[src/rtl/vector_seq_pkg.sv]
// Shared types and width helpers for the vector sequencer.
package vector_seq_pkg;

  typedef enum logic [1:0] {
    IDLE  = 2'd0,
    RUN   = 2'd1,
    DRAIN = 2'd2,
    DONE  = 2'd3
  } seq_state_t;

  // Address width for n vectors; never narrower than one bit.
  function automatic int unsigned addr_width(input int unsigned n);
    return (n <= 1) ? 1 : $clog2(n);
  endfunction

  // Width needed to hold the values 0..n; never narrower than one bit.
  function automatic int unsigned cnt_width(input int unsigned n);
    return (n == 0) ? 1 : $clog2(n + 1);
  endfunction

endpackage

[src/rtl/vector_delay_line.sv]
// LATENCY-deep valid+data shift register with synchronous flush.
// At LATENCY=0 the input passes straight through.
module vector_delay_line #(
  parameter int unsigned LATENCY = 0,
  parameter int unsigned W       = 1
) (
  input  logic         clk,
  input  logic         rst_n,
  input  logic         i_flush,
  input  logic         i_valid,
  input  logic [W-1:0] i_data,
  output logic         o_valid,
  output logic [W-1:0] o_data
);

  if (LATENCY == 0) begin : g_pass
    logic w_unused;
    assign w_unused = &{1'b0, clk, rst_n, i_flush};
    assign o_valid  = i_valid;
    assign o_data   = i_data;
  end else begin : g_pipe
    logic         r_valid [LATENCY];
    logic [W-1:0] r_data  [LATENCY];

    // Shift valid and payload one stage per cycle; flush empties every stage.
    always_ff @(posedge clk or negedge rst_n) begin
      if (!rst_n) begin
        for (int unsigned i = 0; i < LATENCY; i++) begin
          r_valid[i] <= 1'b0;
          r_data[i]  <= '0;
        end
      end else if (i_flush) begin
        for (int unsigned i = 0; i < LATENCY; i++) begin
          r_valid[i] <= 1'b0;
          r_data[i]  <= '0;
        end
      end else begin
        r_valid[0] <= i_valid;
        r_data[0]  <= i_data;
        for (int unsigned i = 1; i < LATENCY; i++) begin
          r_valid[i] <= r_valid[i-1];
          r_data[i]  <= r_data[i-1];
        end
      end
    end

    assign o_valid = r_valid[LATENCY-1];
    assign o_data  = r_data[LATENCY-1];
  end

endmodule

[src/rtl/vector_sequencer.sv]
// Walks a stimulus/expected ROM, drives a DUT one vector per cycle, compares
// responses after a fixed pipeline latency and reports pass/fail.
module vector_sequencer
  import vector_seq_pkg::*;
#(
  parameter int unsigned NUM_VECTORS = 4,
  parameter int unsigned IN_WIDTH    = 2,
  parameter int unsigned OUT_WIDTH   = 1,
  parameter int unsigned LATENCY     = 0,
  localparam int unsigned AW = addr_width(NUM_VECTORS),
  localparam int unsigned CW = cnt_width(NUM_VECTORS)
) (
  input  logic                 clk,
  input  logic                 rst_n,
  input  logic                 start,
  input  logic                 abort,
  output logic [AW-1:0]        rom_addr,
  input  logic [IN_WIDTH-1:0]  rom_stim,
  input  logic [OUT_WIDTH-1:0] rom_exp,
  output logic [IN_WIDTH-1:0]  dut_in,
  input  logic [OUT_WIDTH-1:0] dut_out,
  output logic                 log_valid,
  output logic [OUT_WIDTH-1:0] log_data,
  output logic                 busy,
  output logic                 done,
  output logic                 pass,
  output logic [CW-1:0]        err_count,
  output logic [AW-1:0]        first_fail
);

  localparam int unsigned DW         = cnt_width(LATENCY);
  localparam int unsigned DRAIN_INIT = (LATENCY > 0) ? LATENCY - 1 : 0;
  localparam int unsigned PW         = AW + OUT_WIDTH;
  localparam logic [AW-1:0] LAST_ADDR = AW'(NUM_VECTORS - 1);

  seq_state_t          r_state;
  logic [AW-1:0]       r_rom_addr;
  logic                r_busy;
  logic                r_done;
  logic                r_pass;
  logic [CW-1:0]       r_err_count;
  logic [AW-1:0]       r_first_fail;
  logic [DW-1:0]       r_drain;

  logic                w_issue_valid;
  logic [PW-1:0]       w_issue_data;
  logic                w_cmp_valid;
  logic [PW-1:0]       w_cmp_data;
  logic [AW-1:0]       w_cmp_idx;
  logic [OUT_WIDTH-1:0] w_cmp_exp;
  logic                w_mismatch;
  logic                w_pass_next;

  // Each issued vector carries its index and expected response down the pipe.
  assign w_issue_valid = (r_state == RUN);
  assign w_issue_data  = {r_rom_addr, rom_exp};

  vector_delay_line #(
    .LATENCY (LATENCY),
    .W       (PW)
  ) u_delay (
    .clk     (clk),
    .rst_n   (rst_n),
    .i_flush (abort),
    .i_valid (w_issue_valid),
    .i_data  (w_issue_data),
    .o_valid (w_cmp_valid),
    .o_data  (w_cmp_data)
  );

  assign w_cmp_idx   = w_cmp_data[PW-1 -: AW];
  assign w_cmp_exp   = w_cmp_data[OUT_WIDTH-1:0];
  assign w_mismatch  = w_cmp_valid && (dut_out != w_cmp_exp);
  // Pass must account for a compare retiring in the same cycle as the exit.
  assign w_pass_next = (r_err_count == '0) && !w_mismatch;

  // Sequencer FSM plus compare bookkeeping, all registered.
  always_ff @(posedge clk or negedge rst_n) begin
    if (!rst_n) begin
      r_state      <= IDLE;
      r_rom_addr   <= '0;
      r_busy       <= 1'b0;
      r_done       <= 1'b0;
      r_pass       <= 1'b0;
      r_err_count  <= '0;
      r_first_fail <= '0;
      r_drain      <= '0;
    end else begin
      r_done <= 1'b0;

      if (w_mismatch) begin
        r_err_count <= r_err_count + CW'(1);
        if (r_err_count == '0) begin
          r_first_fail <= w_cmp_idx;
        end
      end

      if (abort) begin
        r_state    <= IDLE;
        r_rom_addr <= '0;
        r_busy     <= 1'b0;
        r_pass     <= 1'b0;
        r_drain    <= '0;
      end else begin
        case (r_state)
          IDLE: begin
            if (start) begin
              r_state      <= RUN;
              r_busy       <= 1'b1;
              r_rom_addr   <= '0;
              r_err_count  <= '0;
              r_first_fail <= '0;
              r_pass       <= 1'b0;
            end
          end
          RUN: begin
            if (r_rom_addr == LAST_ADDR) begin
              r_rom_addr <= '0;
              if (LATENCY > 0) begin
                r_state <= DRAIN;
                r_drain <= DW'(DRAIN_INIT);
              end else begin
                r_state <= DONE;
                r_busy  <= 1'b0;
                r_done  <= 1'b1;
                r_pass  <= w_pass_next;
              end
            end else begin
              r_rom_addr <= r_rom_addr + AW'(1);
            end
          end
          DRAIN: begin
            if (r_drain == '0) begin
              r_state <= DONE;
              r_busy  <= 1'b0;
              r_done  <= 1'b1;
              r_pass  <= w_pass_next;
            end else begin
              r_drain <= r_drain - DW'(1);
            end
          end
          DONE: begin
            r_state <= IDLE;
          end
          default: begin
            r_state <= IDLE;
          end
        endcase
      end
    end
  end

  assign rom_addr   = r_rom_addr;
  assign dut_in     = (r_state == RUN) ? rom_stim : '0;
  assign log_valid  = w_cmp_valid;
  assign log_data   = w_cmp_valid ? dut_out : '0;
  assign busy       = r_busy;
  assign done       = r_done;
  assign pass       = r_pass;
  assign err_count  = r_err_count;
  assign first_fail = r_first_fail;

endmodule

[config.mk]
export PLATFORM = sky130hd
export DESIGN_NAME = vector_sequencer
export DESIGN_NICKNAME = d
export VERILOG_FILES = /design/src/rtl/vector_seq_pkg.sv /design/src/rtl/vector_delay_line.sv /design/src/rtl/vector_sequencer.sv
export SDC_FILE = /design/constraint.sdc
export NUM_CORES = 1
export LEC_CHECK = 0
export BUFFER_PORTS_ARGS = -buffer_cell sky130_fd_sc_hd__buf_2
export CAP_MARGIN = 20
export CORE_MARGIN = 10
export CORE_UTILIZATION = 33
export CTS_BUF_LIST = sky130_fd_sc_hd__clkbuf_2 sky130_fd_sc_hd__clkbuf_4 sky130_fd_sc_hd__clkbuf_8
export CTS_CLUSTER_DIAMETER = 200
export DETAILED_ROUTE_END_ITERATION = 8
export PLACE_DENSITY = 0.54
export SLEW_MARGIN = 40
export SYNTH_ARGS = -nofsm -noshare
export SYNTH_HDL_FRONTEND = slang
export SYNTH_SLANG_ARGS = --single-unit
[constraint.sdc]
create_clock -name clk -period 2.4 [get_ports clk]
set_clock_uncertainty 0.05 [all_clocks]
set_input_delay 0.12 -clock clk [delete_from_list [all_inputs] [get_ports clk]]
set_output_delay 0.12 -clock clk [all_outputs]
set_load 0.01 [all_outputs]
# Yosys cells after proc, flatten, opt, wreduce, memory -nomap -nowiden
# Cells that the tools add are included.
# word_totals
wordCells	67
regBits	13
# classes
muxes	37
n_reduce_logical	11
eq_ne	8
n_addsub	3
# op_table
operator	n
$mux 2	13
$mux 1	15
$mux 3	4
$pmux 2 s4	1
$eq 2x2->1 const B	3
$ne 3x3->1 const B	2
$pmux 1 s3	2
$pmux 2 s2	1
$reduce_and 4->1	1
$reduce_bool 4->1	1
$add 3x1->3 const B	1
$logic_not 3->1	1
$ne 3x2->1 const B	1
$reduce_and 3->1	1
$reduce_bool 3->1	1
$add 2x1->2 const B	1
$eq 2x1->1 const B	1
$logic_and 1x1->1	2
$logic_not 2->1	1
$pmux 1 s2	1
$reduce_and 2->1	1
$reduce_bool 2->1	1
$logic_not 1->1	1
$ne 1x1->1	1
$sub 1x1->1 const B	1

# Depth between registers and ports, before layout
# Gate-level depths: netlist of run 1.
# depth
word_depth	7
mapped_depth	6

# Modules after synthesis
# Synthesis of run 1 repeated with hierarchy kept, for this count alone.
# unflattened
hier_cells	83
hier_area_um2	819.5
# modules_own_cells
module	area_each_um2	instances	seq_area_each_um2	cells_per_inst
vector_sequencer	789.5	1	300.3	79
vector_delay_line	30.0	1	0.0	4

# Worst setup path before layout of run 1
# No wires, ideal clock.
# synth_timing
path_type	flip-flop to flip-flop
from	reg r_state[0]
to	reg r_busy, in the netlist busy
path_buffers	0
setup_time_ns	0.125
path_slack_ns	0.646
stages_incl_launch_ff	5
synth_period_minus_slack_ns	1.754
arrival_time_ns	1.579
cell_sequence	dfrtp_1 -> ha_1 -> or3_4 -> a31oi_4 -> mux2_4
# synth_via
elab_chain_len	3
# synth_lines
item	line_no	rtl
start: declaration	vector_sequencer.sv:36	seq_state_t r_state;
start signal: assignment	vector_sequencer.sv:80	r_state <= IDLE;
start signal: assignment	vector_sequencer.sv:99	r_state <= IDLE;
start signal: assignment	vector_sequencer.sv:108	r_state <= RUN;
$eq 2x1->1 *	n/a	
net log_valid	vector_sequencer.sv:22	output logic log_valid,
$ne 3x2->1 (no source line), or another cell as far along	n/a	
$reduce_and 4->1 (no source line) or $mux 1 (tied branches)	n/a	
end signal: assignment	vector_sequencer.sv:82	r_busy <= 1'b0;
end signal: assignment	vector_sequencer.sv:101	r_busy <= 1'b0;
end signal: assignment	vector_sequencer.sv:109	r_busy <= 1'b1;
end: declaration	vector_sequencer.sv:38	logic r_busy;
# Mark *: on every way through the listed nets, which the timed path passes. The rest lies on a longest branch.
# A chain may end at the register's enable or synchronous reset.

# Worst setup path in the final report of run 1
# layout_timing
from	reg r_state[1]
to	reg r_pass, in the netlist pass
# layout_via
elab_chain_len	7
# layout_lines
item	line_no	rtl
$eq 2x1->1	vector_sequencer.sv:55, vector_sequencer.sv:105	
$logic_and 1x1->1	vector_sequencer.sv:73	assign w_mismatch = w_cmp_valid && (dut_out != w_cmp_exp);
$logic_not 1->1	vector_sequencer.sv:75	assign w_pass_next = (r_err_count == '0) && !w_mismatch;
$logic_and 1x1->1	vector_sequencer.sv:75	
$mux 1, on equally long branches	vector_sequencer.sv:133, vector_sequencer.sv:117	
$pmux 1 s3	vector_sequencer.sv:105	case (r_state)
$mux 1	vector_sequencer.sv:98	if (abort) begin
end signal: assignment	vector_sequencer.sv:126	r_pass <= w_pass_next;
end signal: assignment	vector_sequencer.sv:137	r_pass <= w_pass_next;
end: declaration	vector_sequencer.sv:40	logic r_pass;
# Parallel ways exist; a longest one is shown, timed or not. The select of a mux whose other input is x is not followed.

==> results_dict.tcl, run 1 <==
set metrics [dict create \
    clkTransAtPathRegs_ps 90 \
    cp_slowest_cell "ha_1" \
    drtPass1Iterations 4 \
    layout_min_cycle_time_ps 1971 \
    cap_viol_max_count 0 \
    hpwl_um 1403 \
    hold_slack_ps 94.08 \
    cp-start-kind "flop" \
    cts_sinks 12 \
    ios 22 \
    yosys_warnings 0 \
    cts_resized 0 \
    cp-end-kind "flop" \
    ys_seq_area_share_pct 39.93 \
    crit_buf_inv 1 \
    rsz0062_at_grt "no" \
    avgSynthCellArea_um2 10.44 \
    via_count 609 \
    worstHoldPathCells 2 \
    wl_per_cell_um 14.20 \
    antenna_found_initial 0 \
    num_antenna_cells 0 \
    ys_ff_latch 12 \
    drive_gt1_share_pct 31.25 \
    post-route-util_pct 42.43 \
    drt_first_iter_violations 12 \
    syn_area_um2 752.0 \
    cts_tree "yes" \
    critPathMaxStageDelay_ps 470 \
    synth.distinct_cells 27 \
    outcome "complete, no violations" \
    cts_root_buf "clkbuf_4" \
    setup_viol 0 \
    grt_max_degree 16 \
    drc 0 \
    r2r_start "r_state[1]" \
    cts-htree-levels 1 \
    worstSetupPathType "flop to flop" \
    synth_nets 87 \
    routed_wl_um 1761 \
    port_buffers 21 \
    post-route-period-util_pct 82.11 \
    grt_pass1_vias 629 \
    fp.dieW_um 67.74 \
    clk_latency_ps 270 \
    slew_viol_final 0 \
    hp-start "abort" \
    required_ps 2510 \
    hold_viol 0 \
    final_nets 112 \
    slew_headroom_pct 67.06 \
    die_h_um 67.74 \
    design.core.area_um2 2191 \
    regToRegSetupSlack_ps 430 \
    hold_path_class "input pin to flop" \
    ff2ff_path_depth 5 \
    crit_family "adder cells" \
    rows 17 \
    grt_use_total_pct 8.545 \
    dpl.cell_count 119 \
    dieArea_um2 4588 \
    synthCells 72 \
    arrival_ps 2080 \
    worstPathCellList "inv_1 > ha_1 > nand2b_1 > a31oi_4 > mux2_4" \
    ir_drop_mv 0.4495 \
    grt_pass1_wl_um 2932 \
    path_max_fanout 15 \
    worstMarginPinSlew_ps 494.1 \
    routabilityCongestion 0.7470 \
    ant_nets 0 \
    max_freq_ghz 0.5074 \
    r2r-end "pass" \
    grt_overflow_total 0 \
    cts_inserted_buffers 3 \
    viasPerCell 4.911 \
    clk_path_buf_depth 2 \
    tns_ps 0 \
    power.density_nw_per_um2 887.8 \
    hold_end "r_state[1]" \
    layout.cells.non_filler 124 \
    leakagePower_nw 0.4727 \
    area_delta_synth_final_pct 23.63 \
    initial_core_util_pct 34.32 \
]
## timing repair
item	CTS	global route
endpoints found under the hold margin	12	0
setup buffers	0	0
setup endpoints to repair	0	0
hold buffers	1	0
## state kept, by name (all words and copies together), names as in the netlist
register and count:
first_fail 2, done 1, busy 1, rom_addr 2, err_count 3, pass 1, r_state 2
## placed cells by master (no fill, tap or decap)
cell	n
buf_2	21
dfrtp_1	12
ha_1	7
a21oi_1	6
inv_1	5
nand2_1	5
mux2i_1	4
nand3_1	4
nor2_1	4
and2_1	3
clkbuf_4	3
o21ai_0	2
nand2b_1	2
a32oi_1	2
mux2_4	2
nand3b_1	1
xnor2_1	1
nor4b_2	1
xor2_1	1
and3b_1	1
nor3b_1	1
or2b_1	1
a21o_1	1
a311oi_1	1
or3_4	1
a31oi_4	1
nand4bb_1	1
clkbuf_8	1
dlygate4sd3_1	1
## where the power goes
part           total (W)  switching [W]  leakage (nW)  internal, W
sequential      0.000291      0.0000414         0.161     0.000250
clock           0.000167      0.0000749        0.0210    0.0000921
combinational   0.000367       0.000199         0.290     0.000168
## kinds of logic (layout without fill, tap and decap cells)
kind of cell | Yosys count | in the layout | share of synthesized area (%)
AO/OA/AOI/OAI | 13 | 13 | 12.65
XOR/XNOR | 2 | 2 | 2.330
adder cells (fa/ha/maj) | 7 | 7 | 11.65
buffers and inverters | 7 | 31 | 3.660
flip-flops | 12 | 12 | 39.93
multiplexers | 6 | 6 | 9.318
AND/OR/NAND/NOR | 25 | 25 | 20.47
## area by class of cell
type / instances / area (µm²)
fillers: 228 / 1261
multi-input cells: 53 / 424.2
flip-flops and latches: 12 / 300.3
repair buffers: 22 / 115.1
clock buffers: 4 / 36.28
well taps: 28 / 35.03
inverters: 5 / 18.77
## how the worst max path moves through the flow
stage	to	startpoint	cells past startpoint
after CTS	pass	r_state[1]	5
after floorplan	busy	r_state[0]	4
after global placement	pass	r_state[1]	5
final	pass	r_state[1]	5
after detailed placement	busy	r_state[1]	5
after global routing	first_fail[1]	r_state[1]	5
## stage by stage
stage	instance area (µm²)	worst slack, ps	power [W]
5_1_grt	929.6	287.2	0.0009015
3_5_place_dp	883.3	445.7	0.0006684
3_3_place_gp	883.3	508.6	0.0006624
6_report	929.6	429.3	0.0008253
4_1_cts	929.6	421.0	0.0008411
2_1_floorplan	752.0	645.7	0.0005457
## routing by layer
metal,share of wire (%),global-route usage (%),vias up
met5,0,0,-
met4,0.74,3.333,0
met3,7.5,4.463,2
met2,49,13.50,12
met1,43,9.519,295
li1,-,-,300
## cells in the mapped netlist (all sizes together)
| cell | count | area (µm²) |
|---|---|---|
| a21o | 1 | 7.510 |
| a21oi | 6 | 30.03 |
| a311oi | 1 | 8.760 |
| a31oi | 1 | 21.27 |
| a32oi | 2 | 17.52 |
| and2 | 3 | 18.77 |
| and3b | 1 | 8.760 |
| buf | 1 | 5.000 |
| clkbuf | 1 | 3.750 |
| dfrtp | 12 | 300.3 |
| ha | 7 | 87.58 |
| inv | 5 | 18.77 |
| mux2 | 2 | 30.03 |
| mux2i | 4 | 40.04 |
| nand2 | 5 | 18.77 |
| nand2b | 2 | 12.51 |
| nand3 | 4 | 20.02 |
| nand3b | 1 | 7.510 |
| nand4bb | 1 | 11.26 |
| nor2 | 4 | 15.01 |
| nor3b | 1 | 7.510 |
| nor4b | 1 | 15.01 |
| o21ai | 2 | 10.01 |
| or2b | 1 | 7.510 |
| or3 | 1 | 11.26 |
| xnor2 | 1 | 8.760 |
| xor2 | 1 | 8.760 |
(Power assumes the default switching activity.)
==> inputs of run 2 (changes only) <==
Settings changed: PLACE_DENSITY 0.54 to 0.56.
Clock period 2.4 ns to 1.7 ns, I/O delays scaled along.
==> run 2 against run 1 <==
The flow now finishes with violations (negative setup slack); maximum frequency is 14% higher; clock power rose by 39%; register-to-register slack got worse by 460 ps; combinational power rose by 62%; cell area up 7.0%; critical path depth is the same; highest routed layer unchanged.
==> results_dict.tcl, run 2 (synthesis gave the netlist of run 1 again) <==
set metrics [dict create \
    placed_area_um2 933.4 \
    clkTransAtPathRegs_ps 80 \
    layout_min_cycle_time_ps 1730 \
    outcome "complete, but fails checks" \
    ios 22 \
    largest_reg_flops 3 \
    hpwl_um 1375 \
    drtPass1Iterations 4 \
    grt_max_degree 13 \
    p_total_w 0.001238 \
    rows 17 \
    final_nets 120 \
    routed_wl_um 1734 \
    worstMarginPinSlew_ps 386.1 \
    post-route-period-util_pct 101.8 \
    via_count 649 \
    cp-start-kind "flop" \
    drt_first_iter_violations 18 \
    initial_core_util_pct 34.32 \
    clk_latency_ps 280 \
    worst_slack_ps -30.02 \
    cap_viol_max_count 0 \
    crit_buf_inv 1 \
    routabilityCongestion 0.7247 \
    slew_viol_final 0 \
    hold_path_class "input pin to flop" \
    cp-end-kind "flop" \
    area_delta_synth_final_pct 32.28 \
    cts-htree-levels 1 \
    arrival_ps 1850 \
    ir_drop_mv 0.6025 \
    grt_overflow_total 0 \
    final_common_cell "buf_2" \
    die_h_um 67.74 \
    ant_nets 0 \
    violations "negative setup slack" \
    wl_per_cell_um 13.14 \
    mostFrequentLayoutCells "buf_2 (21), dfrtp_1 (12), buf_4 (8)" \
    cp_slowest_cell "dfrtp_1" \
    grt_pass1_wl_um 3063 \
    drive_gt1_share_pct 40.38 \
    antenna_found_initial 0 \
    max_freq_ghz 0.5780 \
    setup_viol 2 \
    cts_sinks 12 \
    clk_path_buf_depth 2 \
    critPathMaxStageDelay_ps 400 \
    slew_headroom_pct 74.19 \
    power.density_nw_per_um2 1245 \
    design.core.area_um2 2191 \
    rsz0062_at_grt "yes" \
    dieArea_um2 4588 \
    cts_inserted_buffers 3 \
    leakagePower_nw 0.5094 \
    path_max_fanout 4 \
    cts_root_buf "clkbuf_4" \
    layout.cells.non_filler 132 \
    dpl.cell_count 125 \
    drc 0 \
    cts_tree "yes" \
    hold_viol 0 \
    grt_pass1_vias 664 \
    num_antenna_cells 0 \
    port_buffers 21 \
    required_ps 1820 \
    viasPerCell 4.917 \
    fp.dieW_um 67.74 \
    worstPathCellList "inv_2 > ha_2 > or3_4 > a31oi_4 > mux2_4" \
    crit_family "flip-flops" \
    fillers 214 \
    final_area_um2 994.7 \
    worstSetupPathType "flop to flop" \
    grt_use_total_pct 8.517 \
]
==> run 2: cell count changes in the layout (fill, tap and decap cells not counted), sizes merged <==
| cell | before | now |
|---|---|---|
| buf | 21 | 29 |
==> run 2: layout make-up <==
type                       count  area [µm²]  area share (%)
timing repair buffer          30       175.2           17.61
inverter                       5       18.77           1.887
clock buffer                   4       36.28           3.648
tap                           28       35.03           3.522
sequential                    12       300.3           30.19
multi-input combinational     53       429.2           43.14
==> run 2: worst register-to-register path: stages (launching register included) <==
cell and delay [ps]:
dfrtp_1 400, inv_2 70, ha_2 200, or3_4 380
a31oi_4 220, mux2_4 310
==> run 2: what timing repair did <==
item | in CTS | in global routing
endpoints found under the hold margin | 12 | 0
gates resized for setup | 0 | 2
buffers inserted | 1 | 1
hold buffers | 1 | 0
setup endpoints to repair | 2 | 4
gates cloned | 0 | 0
pin swaps | 1 | 1
==> run 2: worst paths after layout <==
check	from	to	slack, ps	depth (start not counted)
max in group asynchronous	rst_n	rom_addr[1]	1220	2
worst max-delay path	r_state[1]	pass	-30	5
min in group asynchronous	rst_n	busy	160	2
worst max register to register	r_state[1]	pass	-30	5
worst min-delay path	abort	r_state[1]	60	2
worst min register to register	busy	busy	470	1
==> run 2: routing by layer <==
layer / wire length [µm] / part of all wire (%) / up-vias / track usage, %
met5: 0 / 0 / - / 0
met3: 163 / 9.4 / 4 / 3.306
li1: - / - / 314 / -
met1: 763 / 44 / 310 / 9.726
met4: 29 / 1.7 / 0 / 4.615
met2: 778 / 45 / 21 / 13.38
==> run 2: stage by stage <==
stage          TNS [ps]  hold WS (ps)  setup WS [ps]  utilization, %
2_1_floorplan         0        -260.6          4.721               -
3_3_place_gp          0        -65.22          40.28           42.60
3_5_place_dp     -31.70        -63.06         -16.41           42.60
4_1_cts               0         64.59          9.153           45.06
5_1_grt          -145.3         85.69         -72.75           45.40
6_report         -59.27         61.66         -30.02           45.40
==> run 2: power breakdown <==
group	leakage, nW	switching [W]	internal (W)	total (W)
clock	0.0210	0.000102	0.000130	0.000232
sequential	0.161	0.0000591	0.000353	0.000412
combinational	0.327	0.000295	0.000300	0.000594
